### src/rtl/otter_pc_fetch.sv
// PC register plus instruction fetch: FETCH issues a one-cycle IMEM_REQ, WAIT holds until IMEM_RVALID, HOLD keeps IR until PC_WRITE.
// Latency: at least 3 cycles per instruction. IMEM_RVALID is ignored outside WAIT and PC_WRITE outside HOLD; a misaligned NEXT_PC is refused.
module otter_pc_fetch #(
    parameter logic [31:0] RESET_VEC = 32'h0000_0000
) (
    input  logic        CLK,
    input  logic        RST,
    input  logic [31:0] NEXT_PC,
    input  logic        PC_WRITE,
    output logic        IMEM_REQ,
    output logic [31:0] IMEM_ADDR,
    input  logic        IMEM_RVALID,
    input  logic [31:0] IMEM_RDATA,
    output logic [31:0] PC,
    output logic [31:0] PC_4,
    output logic [31:0] IR,
    output logic        IR_VALID,
    output logic        MISALIGN,
    output logic [31:0] INSTRET
);

    generate
        if (RESET_VEC[1:0] != 2'b00) begin : g_bad_reset_vec
            $error("otter_pc_fetch: RESET_VEC must be word aligned");
        end
    endgenerate

    typedef enum logic [1:0] {
        ST_FETCH = 2'd0,
        ST_WAIT  = 2'd1,
        ST_HOLD  = 2'd2
    } state_t;

    state_t      state;
    logic [31:0] pc_q;
    logic [31:0] ir_q;
    logic        ir_vld_q;
    logic        misalign_q;
    logic [31:0] instret_q;

    always_ff @(posedge CLK or posedge RST) begin
        if (RST) begin
            state      <= ST_FETCH;
            pc_q       <= RESET_VEC;
            ir_q       <= 32'h0;
            ir_vld_q   <= 1'b0;
            misalign_q <= 1'b0;
            instret_q  <= 32'h0;
        end else begin
            misalign_q <= 1'b0;
            case (state)
                ST_FETCH: state <= ST_WAIT;
                ST_WAIT: begin
                    if (IMEM_RVALID) begin
                        ir_q     <= IMEM_RDATA;
                        ir_vld_q <= 1'b1;
                        state    <= ST_HOLD;
                    end
                end
                ST_HOLD: begin
                    if (PC_WRITE) begin
                        // A misaligned target is refused so the control FSM can trap to MTVEC.
                        if (NEXT_PC[1:0] == 2'b00) begin
                            pc_q      <= NEXT_PC;
                            ir_vld_q  <= 1'b0;
                            instret_q <= instret_q + 32'd1;
                            state     <= ST_FETCH;
                        end else begin
                            misalign_q <= 1'b1;
                        end
                    end
                end
                default: state <= ST_FETCH;
            endcase
        end
    end

    assign IMEM_REQ  = (state == ST_FETCH);
    assign IMEM_ADDR = pc_q;
    assign PC        = pc_q;
    assign PC_4      = pc_q + 32'd4;
    assign IR        = ir_q;
    assign IR_VALID  = ir_vld_q;
    assign MISALIGN  = misalign_q;
    assign INSTRET   = instret_q;

endmodule

### config.mk
export PLATFORM = sky130hd
export DESIGN_NAME = otter_pc_fetch
export DESIGN_NICKNAME = d
export VERILOG_FILES = /design/src/rtl/otter_pc_fetch.sv
export SDC_FILE = /design/constraint.sdc
export NUM_CORES = 1
export LEC_CHECK = 0
export CAP_MARGIN = 20
export CORE_MARGIN = 2
export CORE_UTILIZATION = 24
export CTS_CLUSTER_SIZE = 16
export DETAILED_ROUTE_END_ITERATION = 8
export GPL_ROUTABILITY_DRIVEN = 0
export PLACE_DENSITY = 0.62
export RECOVER_POWER = 25
export SLEW_MARGIN = 20
export SYNTH_ARGS = -nofsm -noshare
export SYNTH_HDL_FRONTEND = slang
export SYNTH_SLANG_ARGS = --single-unit
### constraint.sdc
create_clock -name CLK -period 4.7 [get_ports CLK]
set_input_delay 0.47 -clock CLK [delete_from_list [all_inputs] [get_ports CLK]]
set_output_delay 0.47 -clock CLK [all_outputs]
set_load 0.05 [all_outputs]
# Word-level counts from Yosys, hierarchy flattened
# Index checks and enable logic that the tools add are counted.
[word_totals]
register_bits = 100
input_bits = 68
out_inout_bits = 163
elab_cells = 31
[classes]
n_addsub = 2
n_eq_ne = 5
mux = 11
reduce_logical = 7
[op_table]
columns = ["op", "n"]
rows = [
  ["32-bit by 1-bit adder with 32-bit output (second input constant)", 1],
  ["32-bit by 3-bit adder with 32-bit output (second input constant)", 1],
  ["1-bit 2-to-1 mux", 6],
  ["2-bit 2-to-1 mux", 3],
  ["2-bit inequality test (second input constant)", 3],
  ["2-bit one-hot mux with 3 select lines", 1],
  ["3-bit AND reduction", 2],
  ["2-bit zero test", 2],
  ["4-bit AND reduction", 1],
  ["2-bit by 1-bit == test with 1-bit output (second input constant)", 1],
  ["2-bit == test (second input constant)", 1],
  ["1-bit one-hot mux with 2 select lines", 1],
  ["2-bit AND reduction", 1],
  ["2-bit nonzero test", 1],
]

# Logic depth before layout (Yosys ltp)
# Gate-level depths: netlist of run 1.
[depth]
ltp_word = 4
mapped_depth = 6
mapped_depth_nobuf = 6

# Worst setup path before layout of run 1
# No wires, ideal clock.
[synth_path]
path_kind = "reg2out"
from = "register pc_q[3] (netlist: IMEM_ADDR[3])"
to = "output port PC_4[24]"
arrival_ns = 2.567
required_time_ns = 4.230
slack_ns = 1.663
path_stages_with_launch = 7
path_buffers = 0
cell_sequence = "dfrtp_1 -> ha_1 -> nand3_1 -> nor2_1 -> and3_1 -> nand4_1 -> xnor2_1"
[synth_via]
elab_chain_cells = 1
[synth_lines]
columns = ["element", "line_no", "text"]
rows = [
  ["start, declared", "35", "logic [31:0] pc_q;"],
  ["start signal, assigned", "44", "pc_q <= RESET_VEC;"],
  ["start signal, assigned", "64", "pc_q <= NEXT_PC;"],
  ["32-bit by 3-bit adder with 32-bit output", "81", "assign PC_4 = pc_q + 32'd4;"],
  ["end, declared", "15", "output logic [31:0] PC_4,"],
]
# Every way passes these cells.

# Final worst setup path of run 1
[layout_path]
from = "register pc_q[5] (netlist: IMEM_ADDR[5])"
to = "output port PC_4[31]"
# The elaborated chain is that of the path after synthesis.

==> metrics, run 1 <==
first-pass GRT wire length 21,800 µm; WS Path Type reg -> out; Overall Global Routing Usage around 13%; Synth async-reset ratio between 90% and 100%; cell area after synthesis ~4800 µm²; Fin. Hold Viols 0; Slew Viols, Final 98; number of port buffers 230; Avg Cell Area, Syn between 10 and 15 µm²; sequential share of the synthesized area between 50% and 60%; DR vias roughly 4,000; failing checks capacitance limit, slew limit; crit end category output pin; final net count 731; total wire length approximately 14,000 µm; critical path's top delay family simple AND/OR/NAND/NOR gates; Pwr Total 6.02 mW; Clock Sinks 100; # IOs between 200 and 250; VDD IR max ~0.44 mV; grt ovf 0; Reg2Reg Launch Point state[0]$_DFFE_PP0P_; CTS Hold Bufs 0; unrepaired setup endpoints after global routing no; Initial Util 24.6%; worst hold path type reg -> reg; DP Area 7170 µm²; Num CTS Buffers 9; DR iter-0 viols 134; Power Density around 800 nW/µm²; fin crit share between 70% and 80%; Layout Area Growth over Synthesis 55.7%; clk root buf clkbuf_16; syn_nets about 530; outcome finished with violations; Max Fanout on Critical Path 8; CP Data Arrival Time approximately 3 ns; vias per cell 4.21; die area between 20,000 and 25,000 µm²; Levels on crit path 6; 1st-pass router iterations 4; H-tree depth 3; Yosys reg bits 100; post-route ant nets 0; clock-pin slew on the worst setup and hold paths approximately 0.07 ns; CP bufs+invs 1; post-synth cell types 35; Sum Neg Setup Slack 0 ns; Final min period around 3.6 ns; r2r setup slk 1.90 ns; Die H around 150 µm; antenna violations before repair 0; CTS tree done; die width roughly 150 µm; Worst Hold Depth 1; largest net degree at the start of global routing between 60 and 70; worst-path cell with the longest stage delay clkdlybuf4s50_1; Worst Path Required roughly 4.2 ns; crit start category register; Pleak about 3.2 nW; Post-synth top flop dfrtp_1; core area 19,600 µm²; worst skew pair latency 0.35 ns; # DRC 0; Worst Skew between 0.005 and 0.006 ns; layout cell share with drive strength beyond 1 just under 10%; n_diodes 0; Hold Path Sink INSTRET[31]$_DFFE_PP0P_; Worst path max stage delay 0.82 ns; synthesized instance count 463; Setup Fix Bufs, Post-CTS 0; r2r endpoint INSTRET[3]$_DFFE_PP0P_; number of flops mapped to enable cells by yosys 0; Max Cap Violations 2; fin area about 7500 µm²; vias in the first global route 3,958; Hold Startpoint INSTRET[31]$_DFFE_PP0P_; placement row count a little over 50; Reg2Reg Depth 5; cells along the critical path nand4_1 -> nor3_1 -> nand3_1 -> nor2_1 -> xor2_1 -> clkdlybuf4s50_1; Slew Limit Headroom -82.2%; Worst Slack Setup Final between 1 and 1.5 ns; routed length per instance 14.8 µm; worst slack, placed 1.53 ns; Final Setup Violations 0; FMAX between 200 and 300 MHz; CTS resizes 0; hpwl dp roughly 10,000 µm; Worst-Margin Slew 2.72 ns; CTS max path bufs 2; Worst Setup SP IMEM_ADDR[5]$_DFFE_PP0P_; synth warn 0
routing by layer:
layer  vias to the layer above  share of wire (%)  global-route usage, %
li1                       1886                  -                      -
met2                       153                 47                   20.8
met4                         0                2.2                   4.41
met1                      1862                 42                   15.7
met5                         -                  0                      0
met3                        21                9.1                   5.17
cell families (layout without fill, tap and decap cells):
group	Yosys count	count (layout)	share of synthesized area, %
AO/OA/AOI/OAI	6	6	0.728
XOR/XNOR	59	59	10.9
adder cells (fa/ha/maj)	2	2	0.520
buffers and inverters	53	256	6.95
flip-flops	100	100	52.0
multiplexers	32	32	7.49
AND/OR/NAND/NOR	211	211	21.4
per-stage QoR:
step                      hold slack [ns]  util [%]  std cells
after floorplan                     0.485         -        463
after global placement              0.466      36.6        915
after detailed placement            0.472      36.6        915
after CTS                           0.482      38.3        931
after global routing                0.507      38.2        931
final                               0.481      38.2        931
registers in the layout, indices dropped and copies added, names as in the netlist:
register,cells
IMEM_ADDR,32
INSTRET,32
IR,32
IR_VALID,1
MISALIGN,1
state,2
how the worst max path moves through the flow:
stage                               endpoint
floorplan           IMEM_ADDR[0]$_DFFE_PP0P_
global placement                    PC_4[31]
detailed placement                  PC_4[31]
CTS                                 PC_4[31]
global route                        PC_4[31]
finish                              PC_4[31]
synthesized netlist by cell type, types with 2 or more instances:
master,n,area [µm²]
a21oi_1,3,15.0
and2_1,2,12.5
and3_1,12,75.1
buf_2,3,15.0
buf_4,35,263
clkbuf_1,8,30.0
dfrtp_1,100,2500
ha_1,2,25.0
inv_1,6,22.5
mux2_2,32,360
nand2_1,120,450
nand3_1,20,100
nand4_1,15,93.8
nor2_1,21,78.8
nor3_1,4,20.0
nor3_2,2,20.0
nor4_2,3,37.5
o21ai_0,2,10.0
xnor2_1,44,385
xor2_1,14,123
layout make-up:
cell class                 count  area [µm²]
fill                        1945       12100
clock inverter                 5        81.3
clock buffer                  11         253
sequential                   100        2500
tap                          265         332
multi-input combinational    310        1970
timing repair buffer         234        2330
inverter                       6        23.8
layout by cell type (no fill, tap or decap), types with 2 or more instances in the layout:
master,n
nand4_1,15
dlygate4sd3_1,4
and2_1,2
clkbuf_8,2
nand3b_1,2
bufinv_16,2
clkbuf_16,9
xnor2_1,44
nand3_1,20
ha_1,2
a21oi_1,3
and3_1,12
mux2_2,32
o21ai_0,2
buf_4,3
nor3_1,4
nor4_2,3
dfrtp_1,100
nand2_1,120
xor2_1,14
inv_1,5
clkdlybuf4s50_1,226
nor2_1,21
where the power goes:
group | total, mW | switching, mW | leakage [nW] | internal (mW)
clock | 0.826 | 0.329 | 0.162 | 0.497
combinational | 3.69 | 2.47 | 1.72 | 1.22
sequential | 1.49 | 0.346 | 1.27 | 1.15
total | 6.02 | 3.15 | 3.15 | 2.87
worst register-to-register path: cells and delay by family (launching register included):
kind	cells	cell delay [ns]
xor+xnor	1	0.20
buf+inv	1	1.30
flops	1	0.42
simple gates	3	0.78
(Power assumes the default switching activity.)
==> run 2, diff against run 1 <==
==> constraint.sdc (replaced) <==
create_clock -name CLK -period 3.56 [get_ports CLK]
set_input_delay 0.356 -clock CLK [delete_from_list [all_inputs] [get_ports CLK]]
set_output_delay 0.356 -clock CLK [all_outputs]
set_load 0.05 [all_outputs]
==> run 2 against run 1 <==
The run still ends with capacitance limit, slew limit left. Utilization grew 0.17 points. Combinational power grew 32%. Critical path depth stayed put. Via count down 0.99%. Largest cell class unchanged.
==> metrics, run 2 (synthesized netlist as in run 1, its figures left out) <==
cells along the critical path nand4_1 -> nor3_2 -> nand3_1 -> nor2_1 -> xor2_1 -> clkdlybuf4s50_1; fin crit share 90.6%; clock-pin slew on the worst setup and hold paths roughly 0.070 ns; most frequent cells in the layout 225 x clkdlybuf4s50_1, 120 x nand2_1, 100 x dfrtp_1; Num CTS Buffers 9; # DRC 0; CTS tree done; Slew Limit Headroom -59.6%; Clock Sinks 100; Setup Fix Bufs, Post-CTS 0; r2r endpoint INSTRET[13]$_DFFE_PP0P_; Worst-Margin Slew about 2.4 ns; largest net degree at the start of global routing 58; fillcell total 1,974; Layout Area Growth over Synthesis 56.4%; DR vias around 3,900; first-pass GRT wire length ~22,000 µm; Worst path max stage delay just over 0.8 ns; vias in the first global route 3,974; 1st-pass router iterations 4; routed length per instance about 15 µm; outcome finished with violations; worst hold path type reg -> reg; post-route ant nets 0; WS Path Type reg -> out; grt ovf 0; Slew Viols, Final between 50 and 60; core area between 15,000 and 20,000 µm²; crit start category register; layout cell share with drive strength beyond 1 about a tenth; CTS resizes 0; vias per cell approximately 4.2; Max Cap Violations 1; Inst Count DP about 920; H-tree depth 3; crit end category output pin; Power Density 1060 nW/µm²; clk root buf clkbuf_16; die width roughly 150 µm; final net count around 730; placement row count 51; Overall Global Routing Usage between 10% and 20%; failing checks capacitance limit, slew limit; Die H 146 µm; unrepaired setup endpoints after global routing no; antenna violations before repair 0; number of port buffers 230; n_diodes 0; Max Fanout on Critical Path 8; CTS Hold Bufs 0; Worst Slack Setup Final between 0.3 and 0.4 ns; Worst Skew 0.00712 ns; DR iter-0 viols 176; Worst Path Required 3.20 ns; CTS max path bufs 2; Worst Setup SP IMEM_ADDR[5]$_DFFE_PP0P_; die area ~21,000 µm²; hpwl dp roughly 10,000 µm; Initial Util between 20% and 30%; Sum Neg Setup Slack 0 ns; CP Data Arrival Time around 2.9 ns; worst skew pair latency ~0.34 ns; Final min period around 3.2 ns; Final Setup Violations 0; Fin. Hold Viols 0; total wire length 13,900 µm; VDD IR max ~0.50 mV; # IOs roughly 230; Reg2Reg Depth 6; commonest non-fill, non-tap cell in the layout clkdlybuf4s50_1; CP Capture Point PC_4[29]; FMAX roughly 310 MHz; r2r setup slk roughly 1.6 ns; Pleak roughly 3.2 nW; worst-path cell with the longest stage delay clkdlybuf4s50_1; Non-Filler Instances ~930; worst slack, placed 0.521 ns; Reg2Reg Launch Point state[0]$_DFFE_PP0P_
## run 2: how the worst min path moves through the flow
stage                                          to  cells after the start  slack, ns                     from
after floorplan              state[0]$_DFFE_PP0P_                      1       0.45              IMEM_RVALID
after global placement    INSTRET[31]$_DFFE_PP0P_                      1       0.46  INSTRET[31]$_DFFE_PP0P_
after detailed placement  INSTRET[31]$_DFFE_PP0P_                      1       0.48  INSTRET[31]$_DFFE_PP0P_
after CTS                 INSTRET[31]$_DFFE_PP0P_                      1       0.49  INSTRET[31]$_DFFE_PP0P_
after global routing           IR[13]$_DFFE_PP0P_                      1       0.52       IR[13]$_DFFE_PP0P_
final                     INSTRET[31]$_DFFE_PP0P_                      1       0.48  INSTRET[31]$_DFFE_PP0P_
## run 2: per-stage QoR
step | total power [mW] | cell area (µm²) | hold WS [ns] | util [%]
6_report | 7.94 | 7520 | 0.483 | 38.4
5_1_grt | 8.26 | 7520 | 0.518 | 38.4
4_1_cts | 8.04 | 7510 | 0.486 | 38.4
3_5_place_dp | 6.92 | 7190 | 0.476 | 36.7
3_3_place_gp | 6.90 | 7190 | 0.465 | 36.7
2_1_floorplan | 5.37 | 4810 | 0.447 | -
## run 2: layout make-up
cell class | instances | area, µm² | share of cell area, %
Inverter | 6 | 22.5 | 0.299
Timing Repair Buffer | 235 | 2360 | 31.3
Multi-Input combinational cell | 310 | 1980 | 26.4
Clock buffer | 10 | 239 | 3.18
Clock inverter | 5 | 83.8 | 1.11
Tap cell | 265 | 332 | 4.41
Sequential cell | 100 | 2500 | 33.3
## run 2: report_power, final
part / leakage, nW / total (mW) / switching [mW] / internal (mW)
Combinational: 1.78 / 4.88 / 3.26 / 1.62
Sequential: 1.27 / 1.97 / 0.455 / 1.52
Clock: 0.151 / 1.08 / 0.445 / 0.635
## run 2: critical path, delay by kind of cell (launching register included)
| kind | cells | cell delay [ns] |
|---|---|---|
| and+or+nand+nor | 4 | 1.08 |
| DFF | 1 | 0.47 |
| xor gates and xnor gates | 1 | 0.15 |
| buffers and inverters | 1 | 0.81 |
## run 2: layer usage
layer	up-vias	GRT usage, %	wire [µm]
met4	0	3.24	153
li1	1879	-	-
met2	144	22.0	6710
met5	-	0	0
met3	10	4.73	1060
met1	1850	16.3	5970
==> run 3, diff against run 2 <==
--- a/config.mk
+++ b/config.mk
@@ -13,7 +13,6 @@
 export GPL_ROUTABILITY_DRIVEN = 0
 export PLACE_DENSITY = 0.62
 export RECOVER_POWER = 25
-export SLEW_MARGIN = 20
 export SYNTH_ARGS = -nofsm -noshare
 export SYNTH_HDL_FRONTEND = slang
 export SYNTH_SLANG_ARGS = --single-unit
==> constraint.sdc (replaced) <==
create_clock -name CLK -period 3.8 [get_ports CLK]
set_input_delay 0.38 -clock CLK [delete_from_list [all_inputs] [get_ports CLK]]
set_output_delay 0.38 -clock CLK [all_outputs]
set_load 0.05 [all_outputs]
==> run 3 against run 2 <==
The run still ends with capacitance limit, slew limit left. Register-to-register slack gained 0.23 ns. Hold slack lost 0.0079 ns. Sequential share of layout area barely moved. Die area is the same. Routed wire length rose by 0.11%. Critical path depth stayed put. Flip-flop and latch count unchanged. First-iteration DRC count up 13%. Setup slack improved by 0.048 ns. Total power fell by 5.3%. Clock skew rose by 0.00088 ns.
==> metrics, run 3 (synthesized netlist as in run 1, its figures left out) <==
Die H roughly 150 µm; layout cell share with drive strength beyond 1 ~9.9%; Worst-Margin Slew about 2.2 ns; cells along the critical path nand4_1 -> nor3_1 -> nand3_1 -> nor2_1 -> xor2_1 -> clkdlybuf4s50_1; worst skew pair latency between 0.3 and 0.4 ns; final core utilization roughly two fifths; vias in the first global route between 3,000 and 4,000; switching share of power a little over half; Fin. Hold Viols 0; Pleak around 3.2 nW; Worst Hold Depth 1; Setup Fix Bufs, Post-CTS 0; crit end category output pin; Max Fanout on Critical Path 8; Power Density ~1000 nW/µm²; CTS Hold Bufs 0; VDD IR max 0.540 mV; Final min period 3.42 ns; CTS resizes 0; unrepaired setup endpoints after global routing no; Cell Int Power between 3 and 4 mW; Num CTS Buffers 9; core area approximately 20,000 µm²; Reg area approximately 2500 µm²; Initial Util roughly a quarter; DR vias between 3,000 and 4,000; fillcell total 1,929; post-route ant nets 0; Worst Skew roughly 0.0080 ns; hpwl dp ~10,000 µm; Slew Viols, Final 46; Switch Pwr 3.91 mW; Layout Area Growth over Synthesis 56.5%; n_diodes 0; worst hold path type reg -> reg; clock-pin slew on the worst setup and hold paths roughly 0.070 ns; Worst Path Required 3.42 ns; Clock Sinks 100; CP Data Arrival Time 3.04 ns; routed length per instance about 15 µm; die width between 100 and 150 µm; fin crit share around 90%; largest net degree at the start of global routing 56; first-pass GRT wire length 21,900 µm; CP bufs+invs 1; Overall Global Routing Usage a little over an eighth; outcome finished with violations; share of total power in the clock network between 10% and 20%; grt ovf 0; area of the multi-input gates just under 2000 µm²; Slew Limit Headroom -48.4%; Levels on crit path 6; number of port buffers 230; DR iter-0 viols a little under 200; CTS tree done; antenna violations before repair 0; Comb pwr share between 60% and 70%; die area 21,200 µm²; failing checks capacitance limit, slew limit; WS Path Type reg -> out; most frequent cells in the layout 227 x clkdlybuf4s50_1, 120 x nand2_1, 100 x dfrtp_1; # IOs about 230; crit start category register; 1st-pass router iterations 4; vias per cell about 4.2; H-tree depth 3; Final Setup Violations 0; final net count 731; Worst path max stage delay roughly 0.82 ns; sequential power share roughly a quarter; # DRC 0; Max Cap Violations 1; Reg2Reg Depth 6; FMAX just under 300 MHz; clk root buf clkbuf_16; CTS max path bufs 2; placement row count between 50 and 60; critical path's top delay family simple AND/OR/NAND/NOR gates; worst-path cell with the longest stage delay clkdlybuf4s50_1; commonest non-fill, non-tap cell in the layout clkdlybuf4s50_1; Sum Neg Setup Slack 0 ns; total wire length between 10,000 and 15,000 µm
==> run 3: final timing paths <==
path	startpoint	to	slack, ns
setup / recovery	IMEM_ADDR[5]$_DFFE_PP0P_	PC_4[31]	0.38
hold / removal	INSTRET[31]$_DFFE_PP0P_	INSTRET[31]$_DFFE_PP0P_	0.48
setup reg to reg	state[0]$_DFFE_PP0P_	INSTRET[13]$_DFFE_PP0P_	1.80
hold reg to reg	INSTRET[31]$_DFFE_PP0P_	INSTRET[31]$_DFFE_PP0P_	0.48
max in group asynchronous	RST	IMEM_ADDR[23]$_DFFE_PP0P_	1.70
min in group asynchronous	RST	IR[2]$_DFFE_PP0P_	1.06
==> run 3: per-stage QoR <==
step | setup WS [ns] | total power [mW] | instances | hold WS [ns] | instance area, µm²
5_1_grt | 0.179 | 7.82 | 930 | 0.493 | 7530
3_3_place_gp | 0.895 | 6.47 | 915 | 0.468 | 7180
6_report | 0.382 | 7.51 | 930 | 0.475 | 7530
4_1_cts | 0.383 | 7.61 | 930 | 0.478 | 7530
3_5_place_dp | 0.781 | 6.49 | 915 | 0.469 | 7180
2_1_floorplan | 0.801 | 5.03 | 463 | 0.471 | 4810
==> run 3: cell type report <==
class                           count  area share (%)
Inverter                            6           0.316
Sequential cell                   100            33.2
Clock inverter                      5            1.43
Timing Repair Buffer              234            31.1
Clock buffer                       10            3.17
Multi-Input combinational cell    310            26.3
Tap cell                          265            4.40
==> run 3: power groups by stage <==
| stage | logic (mW) | clock network, mW | registers (mW) |
|---|---|---|---|
| after floorplan | 2.04 | 0 | 2.99 |
| after global placement | 4.61 | 0 | 1.85 |
| after detailed placement | 4.61 | 0 | 1.87 |
| after CTS | 4.62 | 1.13 | 1.86 |
| after global routing | 4.73 | 1.17 | 1.92 |
| final | 4.58 | 1.08 | 1.85 |
==> run 3: metal layers <==
layer  routed length, µm  vias to the layer above  track usage (%)
met3                1200                       10             5.67
met2                6810                      149             22.1
li1                    -                     1880                -
met1                5770                     1875             15.5
met5                   0                        -                0
met4                 129                        0             2.75
